--- config.mk ---
export PLATFORM = sky130hd
export DESIGN_NAME = mux_scan_rx
export DESIGN_NICKNAME = d
export VERILOG_FILES = /design/src/rtl/mux_scan_rx.sv
export SDC_FILE = /design/constraint.sdc
export NUM_CORES = 1
export LEC_CHECK = 0
export CELL_PAD_IN_SITES_DETAIL_PLACEMENT = 1
export CELL_PAD_IN_SITES_GLOBAL_PLACEMENT = 1
export CORE_ASPECT_RATIO = 1.25
export CORE_MARGIN = 5
export CORE_UTILIZATION = 37
export CTS_CLUSTER_DIAMETER = 80
export DETAILED_ROUTE_END_ITERATION = 7
export GPL_ROUTABILITY_DRIVEN = 0
export PLACE_DENSITY_LB_ADDON = 0.1
export REMOVE_ABC_BUFFERS = 1
export SLEW_MARGIN = 20
export SYNTH_ARGS = -nofsm -noshare
export SYNTH_HDL_FRONTEND = slang
export SYNTH_SLANG_ARGS = --single-unit
--- constraint.sdc ---
create_clock -name clk -period 1.45 [get_ports clk]
set_input_delay 0.3625 -clock clk [delete_from_list [all_inputs] [get_ports clk]]
set_output_delay 0.3625 -clock clk [all_outputs]
set_load 0.01 [all_outputs]
--- src/rtl/mux_scan_rx.sv ---
// mux_scan_rx: drives the select lines of an external 4:1 bit mux, lets each
// index settle for SETTLE_CYCLES idle cycles, samples the mux output and
// reassembles the 4-bit source word with a one-cycle done strobe.
module mux_scan_rx #(
    parameter int SETTLE_CYCLES = 1
) (
    input  logic       clk,
    input  logic       rst,
    input  logic       start,
    input  logic       continuous,
    input  logic       din,
    output logic [1:0] select,
    output logic [3:0] dataout,
    output logic       done,
    output logic       busy
);

    // The settle counter must hold SETTLE_CYCLES and is never narrower than one bit.
    localparam int CW = (SETTLE_CYCLES < 1) ? 1 : $clog2(SETTLE_CYCLES + 1);
    localparam logic [CW-1:0] SETTLE_VAL = CW'(SETTLE_CYCLES);

    typedef enum logic {
        ST_IDLE,
        ST_SCAN
    } state_t;

    state_t          state_q, state_d;
    logic [1:0]      idx_q, idx_d;
    logic [CW-1:0]   cnt_q, cnt_d;
    logic [2:0]      shadow_q, shadow_d;
    logic [3:0]      dataout_q, dataout_d;
    logic            done_q, done_d;

    // Next-state logic: settle countdown, per-index sampling and word commit.
    always_comb begin
        state_d   = state_q;
        idx_d     = idx_q;
        cnt_d     = cnt_q;
        shadow_d  = shadow_q;
        dataout_d = dataout_q;
        done_d    = 1'b0;

        case (state_q)
            ST_IDLE: begin
                if (start) begin
                    state_d  = ST_SCAN;
                    idx_d    = 2'd0;
                    cnt_d    = SETTLE_VAL;
                    shadow_d = 3'b000;
                end
            end
            ST_SCAN: begin
                if (cnt_q != '0) begin
                    cnt_d = cnt_q - CW'(1);
                end else if (idx_q != 2'd3) begin
                    case (idx_q)
                        2'd0:    shadow_d[0] = din;
                        2'd1:    shadow_d[1] = din;
                        2'd2:    shadow_d[2] = din;
                        default: shadow_d    = shadow_q;
                    endcase
                    idx_d = idx_q + 2'd1;
                    cnt_d = SETTLE_VAL;
                end else begin
                    dataout_d = {din, shadow_q};
                    done_d    = 1'b1;
                    idx_d     = 2'd0;
                    if (continuous) begin
                        cnt_d    = SETTLE_VAL;
                        shadow_d = 3'b000;
                    end else begin
                        state_d = ST_IDLE;
                    end
                end
            end
            default: begin
                state_d = ST_IDLE;
                idx_d   = 2'd0;
            end
        endcase
    end

    // State and output registers; reset discards any scan in progress.
    always_ff @(posedge clk or posedge rst) begin
        if (rst) begin
            state_q   <= ST_IDLE;
            idx_q     <= 2'd0;
            cnt_q     <= '0;
            shadow_q  <= 3'b000;
            dataout_q <= 4'b0000;
            done_q    <= 1'b0;
        end else begin
            state_q   <= state_d;
            idx_q     <= idx_d;
            cnt_q     <= cnt_d;
            shadow_q  <= shadow_d;
            dataout_q <= dataout_d;
            done_q    <= done_d;
        end
    end

    assign select  = idx_q;
    assign dataout = dataout_q;
    assign done    = done_q;
    assign busy    = (state_q == ST_SCAN);

endmodule
==> impl_metrics.yaml <==
run_status:
  outcome: "completed"
global_routing:
  grt_pass1_vias: 499
  antenna_found_initial: 0
  grt_usage_pct: 11.8
  grt_max_degree: 13
  grt-ovfl-total: 0
  grt_pass1_wl_mm: 2.28
drt:
  dr.pass1.iters: 2
  ant_nets: 0
  drtIter0Drc: 3
  drc: 0
  routed_via_density: 5.17
  finalWirelength_mm: 1.33
  post_drt_wl_per_cell_um: 14.3
  route.vias.total: 481
placed_design:
  io_buffers: 12
  place_area_um2: 800
  place_ws_ns: -0.120
  dp_hpwl_mm: 1.02
floorplan:
  die_width_um: 46.8
  dieArea_um2: 2620
  die_y_um: 56.0
  io_pins: 13
  start_util_pct: 39.6
  core.rowCount: 16
  core_area_um2: 1580
setup_path:
  r2r_setup_slack_ns: 0.09
  r2r_start: "select[0]"
  cp_cell_sequence: "dlygate4sd2_1"
  arrival_ns: 1.03
  critPathMaxStageDelay_ns: 0.46
  crit_family: "flip-flops"
  cp_max_fo: 6
  path_buf_inv: 1
  cp_slowest_cell: "dfrtp_2"
  crit_required_ns: 1.09
  startpoint_type: "register"
  endpoint_kind: "output port"
  critPathKind: "register to output port"
  rr_worst_depth: 4
  timing.rr.end: "select[1]"
clocking:
  cts.sinks: 12
  clk_pin_slew_ns: 0.08
  cts_htree_levels: 1
  clockBufferDepth: 2
  ctsHoldBuffers: 0
  cts_root_buf: "clkbuf_4"
  cts_tree: "built"
  numCtsBuffers: 3
  clk_latency_ns: 0.28
power:
  p_clk_share_pct: 14.4
  switchingPower_mw: 0.699
  p_per_area_nw_per_um2: 2150
  seq_power_share_pct: 33.0
  leakage_nw: 0.439
  switching_share_pct: 37.6
  ir_drop_v: 0.00101
  p_int_mw: 1.16
  combPwrFrac_pct: 52.6
hold_path:
  hp-class: "primary input to async pin"
sta:
  skew_ns: 0.00637
  setup-violations-final: 0
  max_slew.worst_pin.slew_ns: 0.459
  slew_headroom_pct: 69.4
  period_minus_slack_ns: 1.39
  final_hold_viol_count: 0
  slew_viol_final: 0
  fin_crit_sh_pct: 96.2
  setup_slack_ns: 0.0557
  fin_tns_setup_ns: 0
  hold_slack_ns: 0.392
  max_freq_mhz: 717
cells_and_area:
  layout.nets: 86
  fin_util_pct: 54.6
  syn_to_final_growth_pct: 37.7
  layout-drive-gt1-share_pct: 30.7
  stdcell_area_um2: 863
  diodes: 0
synth:
  yosys_warnings: 0
  ys_ff_latch: 12
  yosysUniqueCellTypes: 19
  ys_seq_area_share_pct: 47.9
  synth_cells: 53
  avgSynthCellArea_um2: 11.8
  syn_area_um2: 627
run:
  drv_cap: 0
==> per-stage QoR <==
| stage | total power [mW] | cells |
|---|---|---|
| floorplan | 1.19 | 53 |
| global placement | 1.55 | 87 |
| detailed placement | 1.58 | 87 |
| CTS | 1.80 | 92 |
| global route | 2.01 | 93 |
| finish | 1.86 | 93 |
==> metal layers <==
layer,routed length (um),up-vias,GRT usage (%)
met5,0,-,0
met4,20,0,4.35
met3,85,3,3.56
met2,638,14,18.1
met1,583,237,15.2
li1,-,227,-
==> layout make-up <==
type / instances / area (um2)
multi-input cells: 37 / 332
flip-flops and latches: 12 / 303
inverters: 4 / 15.0
repair buffers: 18 / 155
clock buffers: 4 / 36.3
fillers: 184 / 718
well taps: 18 / 22.5
==> state kept, by name, summed over array words and instances (netlist names) <==
register / flops
dataout: 4
busy: 1
select: 2
done: 1
shadow_q: 3
cnt_q: 1
==> cell families after synthesis <==
family | synth area share, %
fa+ha+maj | 9.98
mux | 11.4
simple gates | 15.2
compound gates | 13.2
flops | 47.9
buf+inv | 2.39
==> synthesized netlist by cell type <==
library cell / count / area [um2]
ha_1: 5 / 62.6
inv_1: 4 / 15.0
a21oi_1: 1 / 5.00
mux2_4: 4 / 60.1
nor2_1: 7 / 26.3
o22ai_1: 1 / 6.26
dfrtp_1: 12 / 300
or3_1: 1 / 6.26
nand2_1: 1 / 3.75
and2b_4: 2 / 20.0
a21oi_4: 1 / 16.3
nand2b_1: 1 / 6.26
o21ai_0: 4 / 20.0
nand2_4: 1 / 11.3
o41ai_1: 3 / 26.3
nor2b_1: 1 / 6.26
a22o_1: 1 / 8.76
or2b_1: 2 / 15.0
mux2_2: 1 / 11.3
==> cell usage in the layout, fill, tap and decap left out, types with 3 or more instances in the layout <==
cell type and count:
mux2_4 4, ha_1 4, clkbuf_4 3, inv_1 4, nor2_1 7, clkdlybuf4s50_1 4, buf_4 6, dlygate4sd2_1 8
dfrtp_1 10
==> how the worst max path moves through the flow <==
stage                           from          end  slack, ns  cells after the start
after floorplan            select[1]  shadow_q[0]       0.09                      5
after global placement    continuous  shadow_q[1]       -0.1                      5
after detailed placement  continuous  shadow_q[1]      -0.12                      5
after CTS                  select[0]  shadow_q[1]       0.04                      4
after global routing       select[0]  shadow_q[2]      -0.02                      5
final                      select[0]    select[0]       0.06                      1
==> power by group through the flow <==
stage	Clock (mW)	Combinational, mW	Sequential [mW]
after floorplan	0	0.557	0.638
after global placement	0	0.932	0.614
after detailed placement	0	0.959	0.618
after CTS	0.274	0.920	0.608
after global routing	0.286	1.08	0.637
final	0.267	0.977	0.613
==> repair_timing <==
item / in CTS / in global routing
buffers inserted: 1 / 1
setup endpoints to repair: 10 / 3
pin swaps: 0 / 1
gates resized for setup: 10 / 5
Note: power is estimated with default switching activity, not from simulation.
